## config.mk

```make
export PLATFORM = sky130hd
export DESIGN_NAME = pipe_ctrl_unit_flat
export DESIGN_NICKNAME = d
export VERILOG_FILES = /design/src/rtl/ctrl_pkg.sv /design/src/rtl/pipe_ctrl_unit_if.sv /design/src/rtl/ctrl_decode.sv /design/src/rtl/pipe_ctrl_unit.sv /design/src/flat_wrapper.sv
export SDC_FILE = /design/constraint.sdc
export NUM_CORES = 1
export LEC_CHECK = 0
export CAP_MARGIN = 5
export CORE_MARGIN = 4
export CORE_UTILIZATION = 42
export CTS_CLUSTER_SIZE = 28
export DETAILED_ROUTE_END_ITERATION = 16
export PLACE_DENSITY_LB_ADDON = 0.12
export SYNTH_ARGS = -nofsm -noshare
export SYNTH_HDL_FRONTEND = slang
export SYNTH_SLANG_ARGS = --single-unit
```

## constraint.sdc

```tcl
create_clock -name clk -period 1.4 [get_ports clk]
set_input_delay 0.42 -clock clk [delete_from_list [all_inputs] [get_ports clk]]
set_output_delay 0.42 -clock clk [all_outputs]
set_load 0.01 [all_outputs]
```

## src/rtl/ctrl_pkg.sv

```systemverilog
// Shared opcodes, ALU-op encodings and per-stage control bundles for the
// pipelined MIPS control unit. Optional jal decode is enabled by CTRL_JAL_EN.
package ctrl_pkg;

    localparam logic [5:0] OP_RTYPE = 6'b000000;
    localparam logic [5:0] OP_J     = 6'b000010;
    localparam logic [5:0] OP_JAL   = 6'b000011;
    localparam logic [5:0] OP_BEQ   = 6'b000100;
    localparam logic [5:0] OP_BNE   = 6'b000101;
    localparam logic [5:0] OP_ADDI  = 6'b001000;
    localparam logic [5:0] OP_SLTI  = 6'b001010;
    localparam logic [5:0] OP_ANDI  = 6'b001100;
    localparam logic [5:0] OP_ORI   = 6'b001101;
    localparam logic [5:0] OP_LUI   = 6'b001111;
    localparam logic [5:0] OP_LW    = 6'b100011;
    localparam logic [5:0] OP_SW    = 6'b101011;

    localparam logic [2:0] ALU_ADD   = 3'b000;
    localparam logic [2:0] ALU_SUB   = 3'b001;
    localparam logic [2:0] ALU_FUNCT = 3'b010;
    localparam logic [2:0] ALU_AND   = 3'b011;
    localparam logic [2:0] ALU_OR    = 3'b100;
    localparam logic [2:0] ALU_SLT   = 3'b101;
    localparam logic [2:0] ALU_LUI   = 3'b110;

    typedef struct packed {
        logic       valid;
        logic [2:0] alu_op;
        logic       alu_src;
        logic       reg_dst;
        logic       zext;
        logic       branch;
        logic       bne;
        logic       mem_wr;
        logic       mem_rd;
        logic       reg_wr;
        logic       mem2reg;
        logic       link;
    } ctrl_bundle_t;

    // Later stages only keep the fields still consumed downstream.
    typedef struct packed {
        logic valid;
        logic branch;
        logic bne;
        logic mem_wr;
        logic mem_rd;
        logic reg_wr;
        logic mem2reg;
        logic link;
    } mem_bundle_t;

    typedef struct packed {
        logic valid;
        logic reg_wr;
        logic mem2reg;
        logic link;
    } wb_bundle_t;

    localparam ctrl_bundle_t CTRL_BUBBLE = '0;
    localparam mem_bundle_t  MEM_BUBBLE  = '0;

endpackage

```

## src/rtl/pipe_ctrl_unit_if.sv

```systemverilog
// Control-unit bus: ID-stage inputs from the datapath/hazard logic and the
// per-stage control outputs (id_link/wb_link meaningful only with CTRL_JAL_EN).
interface pipe_ctrl_unit_if #(
    parameter int OP_W     = 6,
    parameter int ALU_OP_W = 3,
    parameter int CNT_W    = 8
);
    logic [OP_W-1:0]     op_code;
    logic                id_valid;
    logic                stall;
    logic                flush;
    logic                id_jmp;
    logic                id_link;
    logic                ex_valid;
    logic [ALU_OP_W-1:0] ex_alu_op;
    logic                ex_alu_src;
    logic                ex_reg_dst;
    logic                ex_branch;
    logic                ex_bne;
    logic                ex_zext;
    logic                mem_valid;
    logic                mem_wr;
    logic                mem_rd;
    logic                mem_branch;
    logic                mem_bne;
    logic                wb_valid;
    logic                wb_reg_wr;
    logic                wb_mem2reg;
    logic                wb_link;
    logic                illegal_flag;
    logic [CNT_W-1:0]    illegal_cnt;

    modport master (
        output op_code, id_valid, stall, flush,
        input  id_jmp, id_link,
        input  ex_valid, ex_alu_op, ex_alu_src, ex_reg_dst, ex_branch, ex_bne, ex_zext,
        input  mem_valid, mem_wr, mem_rd, mem_branch, mem_bne,
        input  wb_valid, wb_reg_wr, wb_mem2reg, wb_link,
        input  illegal_flag, illegal_cnt
    );

    modport slave (
        input  op_code, id_valid, stall, flush,
        output id_jmp, id_link,
        output ex_valid, ex_alu_op, ex_alu_src, ex_reg_dst, ex_branch, ex_bne, ex_zext,
        output mem_valid, mem_wr, mem_rd, mem_branch, mem_bne,
        output wb_valid, wb_reg_wr, wb_mem2reg, wb_link,
        output illegal_flag, illegal_cnt
    );
endinterface

```

## src/rtl/ctrl_decode.sv

```systemverilog
// Combinational opcode decoder producing the full control bundle, a jump
// indication and an illegal bit. Opcode 000011 decodes as jal only with CTRL_JAL_EN.
module ctrl_decode
    import ctrl_pkg::*;
#(
    parameter int OP_W = 6
) (
    input  logic [OP_W-1:0] op_code_i,
    output ctrl_bundle_t    bundle_o,
    output logic            jmp_o,
    output logic            illegal_o
);

    always_comb begin
        bundle_o  = CTRL_BUBBLE;
        jmp_o     = 1'b0;
        illegal_o = 1'b0;
        case (op_code_i)
            OP_W'(OP_LW): begin
                bundle_o.valid   = 1'b1;
                bundle_o.alu_op  = ALU_ADD;
                bundle_o.alu_src = 1'b1;
                bundle_o.mem_rd  = 1'b1;
                bundle_o.reg_wr  = 1'b1;
                bundle_o.mem2reg = 1'b1;
            end
            OP_W'(OP_SW): begin
                bundle_o.valid   = 1'b1;
                bundle_o.alu_op  = ALU_ADD;
                bundle_o.alu_src = 1'b1;
                bundle_o.mem_wr  = 1'b1;
            end
            OP_W'(OP_RTYPE): begin
                bundle_o.valid   = 1'b1;
                bundle_o.alu_op  = ALU_FUNCT;
                bundle_o.reg_dst = 1'b1;
                bundle_o.reg_wr  = 1'b1;
            end
            OP_W'(OP_ADDI): begin
                bundle_o.valid   = 1'b1;
                bundle_o.alu_op  = ALU_ADD;
                bundle_o.alu_src = 1'b1;
                bundle_o.reg_wr  = 1'b1;
            end
            OP_W'(OP_ANDI): begin
                bundle_o.valid   = 1'b1;
                bundle_o.alu_op  = ALU_AND;
                bundle_o.alu_src = 1'b1;
                bundle_o.zext    = 1'b1;
                bundle_o.reg_wr  = 1'b1;
            end
            OP_W'(OP_ORI): begin
                bundle_o.valid   = 1'b1;
                bundle_o.alu_op  = ALU_OR;
                bundle_o.alu_src = 1'b1;
                bundle_o.zext    = 1'b1;
                bundle_o.reg_wr  = 1'b1;
            end
            OP_W'(OP_SLTI): begin
                bundle_o.valid   = 1'b1;
                bundle_o.alu_op  = ALU_SLT;
                bundle_o.alu_src = 1'b1;
                bundle_o.reg_wr  = 1'b1;
            end
            OP_W'(OP_LUI): begin
                bundle_o.valid   = 1'b1;
                bundle_o.alu_op  = ALU_LUI;
                bundle_o.alu_src = 1'b1;
                bundle_o.reg_wr  = 1'b1;
            end
            OP_W'(OP_BEQ): begin
                bundle_o.valid  = 1'b1;
                bundle_o.alu_op = ALU_SUB;
                bundle_o.branch = 1'b1;
            end
            OP_W'(OP_BNE): begin
                bundle_o.valid  = 1'b1;
                bundle_o.alu_op = ALU_SUB;
                bundle_o.branch = 1'b1;
                bundle_o.bne    = 1'b1;
            end
            OP_W'(OP_J): begin
                bundle_o.valid = 1'b1;
                jmp_o          = 1'b1;
            end
`ifdef CTRL_JAL_EN
            OP_W'(OP_JAL): begin
                bundle_o.valid  = 1'b1;
                bundle_o.reg_wr = 1'b1;
                bundle_o.link   = 1'b1;
                jmp_o           = 1'b1;
            end
`endif
            default: illegal_o = 1'b1;
        endcase
    end

endmodule

```

## src/rtl/pipe_ctrl_unit.sv

```systemverilog
// Pipelined control unit: decodes in ID and carries controls through ID/EX,
// EX/MEM and MEM/WB with stall/flush bubbles. Optional jal support via CTRL_JAL_EN.
module pipe_ctrl_unit
    import ctrl_pkg::*;
#(
    parameter int OP_W     = 6,
    parameter int ALU_OP_W = 3,
    parameter int CNT_W    = 8
) (
    input  logic             clk,
    input  logic             rst,
    pipe_ctrl_unit_if.slave  ctrl_if
);

    ctrl_bundle_t     id_bundle;
    logic             id_jmp;
    logic             id_illegal;
    logic             illegal_hit;

    ctrl_bundle_t     idex_d,  idex_q;
    mem_bundle_t      exmem_d, exmem_q;
    wb_bundle_t       memwb_d, memwb_q;
    logic             illegal_flag_d, illegal_flag_q;
    logic [CNT_W-1:0] illegal_cnt_d, illegal_cnt_q;

    ctrl_decode #(.OP_W(OP_W)) u_decode (
        .op_code_i (ctrl_if.op_code),
        .bundle_o  (id_bundle),
        .jmp_o     (id_jmp),
        .illegal_o (id_illegal)
    );

    always_comb begin
        idex_d = (ctrl_if.flush || ctrl_if.stall || !ctrl_if.id_valid) ? CTRL_BUBBLE : id_bundle;

        exmem_d = MEM_BUBBLE;
        if (!ctrl_if.flush) begin
            exmem_d.valid   = idex_q.valid;
            exmem_d.branch  = idex_q.branch;
            exmem_d.bne     = idex_q.bne;
            exmem_d.mem_wr  = idex_q.mem_wr;
            exmem_d.mem_rd  = idex_q.mem_rd;
            exmem_d.reg_wr  = idex_q.reg_wr;
            exmem_d.mem2reg = idex_q.mem2reg;
            exmem_d.link    = idex_q.link;
        end

        memwb_d.valid   = exmem_q.valid;
        memwb_d.reg_wr  = exmem_q.reg_wr;
        memwb_d.mem2reg = exmem_q.mem2reg;
        memwb_d.link    = exmem_q.link;

        // A held (stalled) or squashed instruction must not be counted again.
        illegal_hit    = ctrl_if.id_valid && !ctrl_if.stall && !ctrl_if.flush && id_illegal;
        illegal_flag_d = illegal_flag_q || illegal_hit;
        illegal_cnt_d  = illegal_cnt_q;
        if (illegal_hit && (illegal_cnt_q != {CNT_W{1'b1}}))
            illegal_cnt_d = illegal_cnt_q + CNT_W'(1);
    end

    always_ff @(posedge clk or posedge rst) begin
        if (rst) begin
            idex_q         <= CTRL_BUBBLE;
            exmem_q        <= MEM_BUBBLE;
            memwb_q        <= '0;
            illegal_flag_q <= 1'b0;
            illegal_cnt_q  <= '0;
        end else begin
            idex_q         <= idex_d;
            exmem_q        <= exmem_d;
            memwb_q        <= memwb_d;
            illegal_flag_q <= illegal_flag_d;
            illegal_cnt_q  <= illegal_cnt_d;
        end
    end

    assign ctrl_if.id_jmp       = id_jmp && ctrl_if.id_valid;

    assign ctrl_if.ex_valid     = idex_q.valid;
    assign ctrl_if.ex_alu_op    = ALU_OP_W'(idex_q.alu_op);
    assign ctrl_if.ex_alu_src   = idex_q.alu_src;
    assign ctrl_if.ex_reg_dst   = idex_q.reg_dst;
    assign ctrl_if.ex_branch    = idex_q.branch;
    assign ctrl_if.ex_bne       = idex_q.bne;
    assign ctrl_if.ex_zext      = idex_q.zext;

    assign ctrl_if.mem_valid    = exmem_q.valid;
    assign ctrl_if.mem_wr       = exmem_q.mem_wr;
    assign ctrl_if.mem_rd       = exmem_q.mem_rd;
    assign ctrl_if.mem_branch   = exmem_q.branch;
    assign ctrl_if.mem_bne      = exmem_q.bne;

    assign ctrl_if.wb_valid     = memwb_q.valid;
    assign ctrl_if.wb_reg_wr    = memwb_q.reg_wr;
    assign ctrl_if.wb_mem2reg   = memwb_q.mem2reg;

    assign ctrl_if.illegal_flag = illegal_flag_q;
    assign ctrl_if.illegal_cnt  = illegal_cnt_q;

`ifdef CTRL_JAL_EN
    assign ctrl_if.id_link = id_bundle.link && ctrl_if.id_valid;
    assign ctrl_if.wb_link = memwb_q.link;
`else
    // The decoder never sets link here, so the link bits are constant zero
    // and get trimmed; the outputs are tied off explicitly.
    logic unused_link;
    assign unused_link     = memwb_q.link;
    assign ctrl_if.id_link = 1'b0;
    assign ctrl_if.wb_link = 1'b0;
`endif

endmodule

```

## src/flat_wrapper.sv

```systemverilog
// flat-port wrapper written by rule: the top's interface ports become plain ports
module pipe_ctrl_unit_flat import ctrl_pkg::*;
#(
    parameter int OP_W     = 6,
    parameter int ALU_OP_W = 3,
    parameter int CNT_W    = 8
)
  (clk, rst, ctrl_if_op_code, ctrl_if_id_valid, ctrl_if_stall, ctrl_if_flush, ctrl_if_id_jmp, ctrl_if_id_link, ctrl_if_ex_valid, ctrl_if_ex_alu_op, ctrl_if_ex_alu_src, ctrl_if_ex_reg_dst, ctrl_if_ex_branch, ctrl_if_ex_bne, ctrl_if_ex_zext, ctrl_if_mem_valid, ctrl_if_mem_wr, ctrl_if_mem_rd, ctrl_if_mem_branch, ctrl_if_mem_bne, ctrl_if_wb_valid, ctrl_if_wb_reg_wr, ctrl_if_wb_mem2reg, ctrl_if_wb_link, ctrl_if_illegal_flag, ctrl_if_illegal_cnt);
  pipe_ctrl_unit_if #(.OP_W(OP_W), .ALU_OP_W(ALU_OP_W), .CNT_W(CNT_W)) ctrl_if_i ();
  input  logic clk;
  input  logic rst;
  input wire logic [$bits(ctrl_if_i.op_code)-1:0] ctrl_if_op_code;
  input wire logic [$bits(ctrl_if_i.id_valid)-1:0] ctrl_if_id_valid;
  input wire logic [$bits(ctrl_if_i.stall)-1:0] ctrl_if_stall;
  input wire logic [$bits(ctrl_if_i.flush)-1:0] ctrl_if_flush;
  output wire logic [$bits(ctrl_if_i.id_jmp)-1:0] ctrl_if_id_jmp;
  output wire logic [$bits(ctrl_if_i.id_link)-1:0] ctrl_if_id_link;
  output wire logic [$bits(ctrl_if_i.ex_valid)-1:0] ctrl_if_ex_valid;
  output wire logic [$bits(ctrl_if_i.ex_alu_op)-1:0] ctrl_if_ex_alu_op;
  output wire logic [$bits(ctrl_if_i.ex_alu_src)-1:0] ctrl_if_ex_alu_src;
  output wire logic [$bits(ctrl_if_i.ex_reg_dst)-1:0] ctrl_if_ex_reg_dst;
  output wire logic [$bits(ctrl_if_i.ex_branch)-1:0] ctrl_if_ex_branch;
  output wire logic [$bits(ctrl_if_i.ex_bne)-1:0] ctrl_if_ex_bne;
  output wire logic [$bits(ctrl_if_i.ex_zext)-1:0] ctrl_if_ex_zext;
  output wire logic [$bits(ctrl_if_i.mem_valid)-1:0] ctrl_if_mem_valid;
  output wire logic [$bits(ctrl_if_i.mem_wr)-1:0] ctrl_if_mem_wr;
  output wire logic [$bits(ctrl_if_i.mem_rd)-1:0] ctrl_if_mem_rd;
  output wire logic [$bits(ctrl_if_i.mem_branch)-1:0] ctrl_if_mem_branch;
  output wire logic [$bits(ctrl_if_i.mem_bne)-1:0] ctrl_if_mem_bne;
  output wire logic [$bits(ctrl_if_i.wb_valid)-1:0] ctrl_if_wb_valid;
  output wire logic [$bits(ctrl_if_i.wb_reg_wr)-1:0] ctrl_if_wb_reg_wr;
  output wire logic [$bits(ctrl_if_i.wb_mem2reg)-1:0] ctrl_if_wb_mem2reg;
  output wire logic [$bits(ctrl_if_i.wb_link)-1:0] ctrl_if_wb_link;
  output wire logic [$bits(ctrl_if_i.illegal_flag)-1:0] ctrl_if_illegal_flag;
  output wire logic [$bits(ctrl_if_i.illegal_cnt)-1:0] ctrl_if_illegal_cnt;
  assign ctrl_if_i.op_code = ctrl_if_op_code;
  assign ctrl_if_i.id_valid = ctrl_if_id_valid;
  assign ctrl_if_i.stall = ctrl_if_stall;
  assign ctrl_if_i.flush = ctrl_if_flush;
  assign ctrl_if_id_jmp = ctrl_if_i.id_jmp;
  assign ctrl_if_id_link = ctrl_if_i.id_link;
  assign ctrl_if_ex_valid = ctrl_if_i.ex_valid;
  assign ctrl_if_ex_alu_op = ctrl_if_i.ex_alu_op;
  assign ctrl_if_ex_alu_src = ctrl_if_i.ex_alu_src;
  assign ctrl_if_ex_reg_dst = ctrl_if_i.ex_reg_dst;
  assign ctrl_if_ex_branch = ctrl_if_i.ex_branch;
  assign ctrl_if_ex_bne = ctrl_if_i.ex_bne;
  assign ctrl_if_ex_zext = ctrl_if_i.ex_zext;
  assign ctrl_if_mem_valid = ctrl_if_i.mem_valid;
  assign ctrl_if_mem_wr = ctrl_if_i.mem_wr;
  assign ctrl_if_mem_rd = ctrl_if_i.mem_rd;
  assign ctrl_if_mem_branch = ctrl_if_i.mem_branch;
  assign ctrl_if_mem_bne = ctrl_if_i.mem_bne;
  assign ctrl_if_wb_valid = ctrl_if_i.wb_valid;
  assign ctrl_if_wb_reg_wr = ctrl_if_i.wb_reg_wr;
  assign ctrl_if_wb_mem2reg = ctrl_if_i.wb_mem2reg;
  assign ctrl_if_wb_link = ctrl_if_i.wb_link;
  assign ctrl_if_illegal_flag = ctrl_if_i.illegal_flag;
  assign ctrl_if_illegal_cnt = ctrl_if_i.illegal_cnt;
  pipe_ctrl_unit #(.OP_W(OP_W), .ALU_OP_W(ALU_OP_W), .CNT_W(CNT_W)) u_core (.clk(clk), .rst(rst), .ctrl_if(ctrl_if_i));
endmodule
```

* Word level (Yosys, flattened, before mapping)
Cells that the tools add are included.
Word-level totals: output and inout bits 29, word-level logic and storage cells 67, bits in read-only memories 0, flip-flop bits (word level) 33, latch bits 0, memories 0, memory bits (writable) 0, bits of input ports 11
Cells by class: equality and inequality tests 11, bitwise logic cells 0, multipliers 0, add/subtract/negate cells 1, reduce and logical (&&, ||, !) cells 17, mux-type cells 14, shift operators 0, magnitude comparators 0, div/mod/pow operators 0
Operators with widths (number):
- $eq A6 B4 Y1 const B | 5
- $pmux W3 S6 | 1
- $mux W14 | 1
- $reduce_or A7 Y1 | 2
- $eq A6 B3 Y1 const B | 2
- $eq A6 B6 Y1 const B | 2
- $mux W1 | 11
- $reduce_or A11 Y1 | 1
- $add A8 B1 Y8 const B | 1
- $mux W8 | 1
- $ne A8 B8 Y1 const B | 1
- $eq A6 B2 Y1 const B | 1
- $logic_not A6 Y1 | 1
- $logic_and A1 B1 Y1 | 5
- $reduce_or A2 Y1 | 2
- $logic_not A1 Y1 | 3
- $logic_or A1 B1 Y1 | 3

* Logic depth before layout (Yosys ltp)
word-level depth 5, depth in mapped cells 6, depth with buffers taken out 6

* By module
Synthesis repeated with hierarchy kept, for this count alone.
Unflattened totals: cell total of the unflattened synthesis 143, area, all modules 1539.0 um2
Modules (own cells, without submodules):
- pipe_ctrl_unit | area an instance 1223.7 um2, cells an instance 93, sequential area each 800.8 um2, instances 1
- ctrl_decode | area an instance 315.3 um2, cells an instance 50, sequential area each 0.0 um2, instances 1

* Least setup slack after synthesis
OpenSTA, ideal clock, no wires.
path kind input port to flip-flop, start point input ctrl_if_stall, end point register u_core.illegal_cnt_q[6] (netlist: u_core.ctrl_if.illegal_cnt[6]), path buffers 0, path slack -0.181 ns, required time 1.275 ns, library setup time 0.125 ns, stages 5, arrival time 1.456 ns, cells stage by stage or3b_4 a21oi_2 and2_4 nand4_1 mux2_2
On the way: word-level cells in the longest chain between the ends 5
RTL lines:
- from (decl) | line flat_wrapper.sv:14 | input wire logic [$bits(ctrl_if_i.stall)-1:0] ctrl_if_stall;
- $logic_not A1 Y1 | line pipe_ctrl_unit.sv:54 | illegal_hit = ctrl_if.id_valid && !ctrl_if.stall && !ctrl_if.flush && id_illegal;
- $logic_and A1 B1 Y1 (3 in series) | line pipe_ctrl_unit.sv:54
- $logic_and A1 B1 Y1 | line pipe_ctrl_unit.sv:57 | if (illegal_hit && (illegal_cnt_q != {CNT_W{1'b1}}))
- to (signal assigned) | line pipe_ctrl_unit.sv:73 | illegal_cnt_q <= illegal_cnt_d;
- to (decl) | line pipe_ctrl_unit.sv:24 | logic [CNT_W-1:0] illegal_cnt_d, illegal_cnt_q;
No other way between the ends. A chain may end at the register's enable or synchronous reset.

* Final worst setup path
start point register u_core.illegal_cnt_q[0] (netlist: u_core.ctrl_if.illegal_cnt[0]), end point register u_core.illegal_cnt_q[7] (netlist: u_core.ctrl_if.illegal_cnt[7])
On the way: word-level cells in the longest chain between the ends 2, elaborated cells on any way between the ends 3, classes of those cells add/sub (1); eq/ne (1); reduce/logical (1)
RTL lines:
- parallel branches: the longest is 2 deep, another holds $add A8 B1 Y8
Parallel ways; which one is timed is not known.

==> impl_metrics.tcl <==
set metrics [dict create \
    outcome "complete, but fails checks" \
    violations "negative setup slack" \
    syn_area_um2 1360 \
    grt_pass1_vias 1200 \
    cts.sinks 30 \
    clk_pin_slew_worst_paths_ns 0.09 \
    critPathKind "reg2reg" \
    core_area_um2 3080 \
    powerDensity_nw_per_um2 1060 \
    clock-root-buffer "clkbuf_4" \
    finalCritPeriodShare_pct 108 \
    final_nets 215 \
    setup_ws_ns -0.116 \
    crit_family "simple AND/OR/NAND/NOR gates" \
    reg2reg_from "u_core.ctrl_if.illegal_cnt[0]$_DFFE_PP0P_" \
    min-delay-start "u_core.exmem_q[2]$_DFF_PP0_" \
    grt.total_usage_pct 17.7 \
    portBuffers 37 \
    die_w_um 65.0 \
    max_stage_delay_ns 0.40 \
    rsz0062_at_grt "yes" \
    reg2reg_slack_ns -0.12 \
    crit_path_end_kind "flip-flop" \
    setup_violations 9 \
    required_ns 1.65 \
    cts_htree_levels 2 \
    crit_buf_inv 1 \
    syn_inst 126 \
    synth_seq_cells 30 \
    start_util_pct 44.3 \
    dr.pass1.iters 4 \
    drtIter0Drc 36 \
    start_kind "flip-flop" \
    pin_count 40 \
    cp-startpoint "u_core.ctrl_if.illegal_cnt[0]$_DFFE_PP0P_" \
    routabilityCongestion 0.748 \
    slew_viol_final 0 \
    crit_path_top_delay_cell "dfrtp_1" \
    dieArea_um2 4220 \
    layout_commonest_cell "buf_4" \
    period_needed_ns 1.52 \
    die_y_um 65.0 \
    crit_top_cell "nand3_4" \
    num_rows 20 \
    cts_tree "done" \
    ys.warnings.count 0 \
    holdBufCountCts 0 \
    fillers 250 \
    via_per_inst 4.74 \
    drive_gt1_share_pct 53.9 \
    area_growth_pct 60.0 \
    grt_pass1_wl_mm 5.60 \
    fin_util_pct 70.9 \
    path_max_fanout 7 \
    ys_seq_area_share_pct 55.0 \
    hp-class "reg2reg" \
    hold_viol_final 0 \
    hpwlAfterDp_mm 2.19 \
    num_vias 1175 \
    maxCapViolations 0 \
    cts_buffer_depth 2 \
    wl_per_cell_um 14.5 \
    route.detailed.drc 0 \
    antenna_found_initial 0 \
    antenna_cells 0 \
    irDropWorstVdd_mv 0.604 \
    power_mw 2.31 \
    skew_ns 0.00641 \
    grt_max_degree 31 \
    grt_remaining_overflow 0 \
    hold_ws_ns 0.355 \
    path_cells "buf_6, ha_4, and3_4, nand3_4, nand3_4, nor3_2, xor2_1" \
    fmax_mhz 660 \
    avgSynthCellArea_um2 10.8 \
    final_cell_mix "34 x buf_4, 30 x dfrtp_1, 15 x clkbuf_2, 13 x buf_6" \
    cts_made_buffers 5 \
    ys_types 37 \
    cp.arrival_ns 1.77 \
    antenna_left 0 \
    drt_wl_total_mm 3.59 \
    clk_latency_ns 0.33 \
    p_leak_nw 1.09 \
]
## kinds of logic (layout without fill, tap and decap cells)
family                     after synthesis  count (layout)  synth area share, %
DFF                                     30              30                 55.0
muxes                                    4               4                 3.12
AOI/OAI and AO/OA                       13              13                 6.06
and+or+nand+nor                         60              60                 26.1
buffers and inverters                   12              89                 5.23
xor gates and xnor gates                 5               5                 3.21
other                                    1               2                0.275
adders and majority gates                1               1                0.917
## final cells by class
class | instances | area [µm²] | share of cell area [%]
Clock buffer | 6 | 51.3 | 2.35
Timing Repair Buffer | 80 | 637 | 29.2
Inverter | 1 | 3.75 | 0.172
Multi-Input combinational cell | 85 | 672 | 30.8
Sequential cell | 30 | 751 | 34.4
Tap cell | 44 | 55.1 | 2.52
Clock inverter | 2 | 12.5 | 0.573
## power by group
| group | switching (mW) | internal (mW) | total, mW |
|---|---|---|---|
| logic | 0.346 | 0.438 | 0.783 |
| clock network | 0.302 | 0.241 | 0.543 |
| registers | 0.0545 | 0.930 | 0.985 |
## sequential cells by signal, summed over array words and instances (netlist names), 2 cells and up
register                    cells
u_core.ctrl_if.ex_alu_op        3
u_core.exmem_q                  2
u_core.idex_q                   3
u_core.ctrl_if.illegal_cnt      8
## repair_timing
action,4_1_cts,5_1_grt
pin swaps,16,10
setup buffers,11,7
gates resized for setup,119,28
endpoints found under the setup margin,44,28
## path summary, 6_finish.rpt
kind / end / depth (start not counted)
hold / removal: u_core.ctrl_if.wb_reg_wr$_DFF_PP0_ / 0
hold reg to reg: u_core.ctrl_if.wb_reg_wr$_DFF_PP0_ / 0
max in group asynchronous: u_core.ctrl_if.illegal_cnt[3]$_DFFE_PP0P_ / 3
setup reg to reg: u_core.ctrl_if.illegal_cnt[7]$_DFFE_PP0P_ / 7
min in group asynchronous: u_core.ctrl_if.mem_branch$_DFF_PP0_ / 3
setup / recovery: u_core.ctrl_if.illegal_cnt[7]$_DFFE_PP0P_ / 7
## per-stage QoR
| step | area, µm² | instances | worst slack [ns] | TNS [ns] |
|---|---|---|---|---|
| detailed placement | 1960 | 222 | -0.828 | -13.50 |
| CTS | 2150 | 241 | -0.0911 | -0.351 |
| global route | 2180 | 248 | -0.165 | -1.04 |
| global placement | 1960 | 222 | -0.817 | -12.81 |
| floorplan | 1410 | 127 | -0.181 | -0.745 |
| finish | 2180 | 248 | -0.116 | -0.558 |
## cells in the mapped netlist
cell type,instances,area (µm²)
a211o_1,1,8.76
a211oi_1,1,7.51
a21oi_1,5,25.0
a21oi_2,1,8.76
and2_4,1,8.76
and2b_1,1,7.51
and2b_2,6,52.6
and3_1,1,6.26
and3_2,1,7.51
and3b_2,2,20.0
and4_1,1,8.76
buf_4,5,37.5
buf_6,1,11.3
clkbuf_1,5,18.8
conb_1,1,3.75
dfrtp_1,30,751
ha_1,1,12.5
inv_1,1,3.75
mux2_2,2,22.5
mux2i_1,2,20.0
nand2_1,7,26.3
nand2b_1,5,31.3
nand3_1,4,20.0
nand3_2,1,10.0
nand4_1,3,18.8
nor2_1,11,41.3
nor2b_1,3,18.8
nor3_1,8,40.0
nor3b_1,1,7.51
o21ai_0,3,15.0
o21ai_2,1,8.76
o22a_1,1,8.76
or2_2,2,12.5
or3b_4,1,11.3
or4_1,1,7.51
xnor2_1,1,8.76
xor2_1,4,35.0
## routing by layer
layer	global-route usage, %	routed length, µm	up-vias	share of wire [%]
met3	3.99	190	9	5.3
met4	10.0	125	0	3.5
met5	0	0	-	0
met2	30.4	1840	32	51
li1	-	-	571	-
met1	20.2	1440	563	40
(Power assumes the default switching activity.)
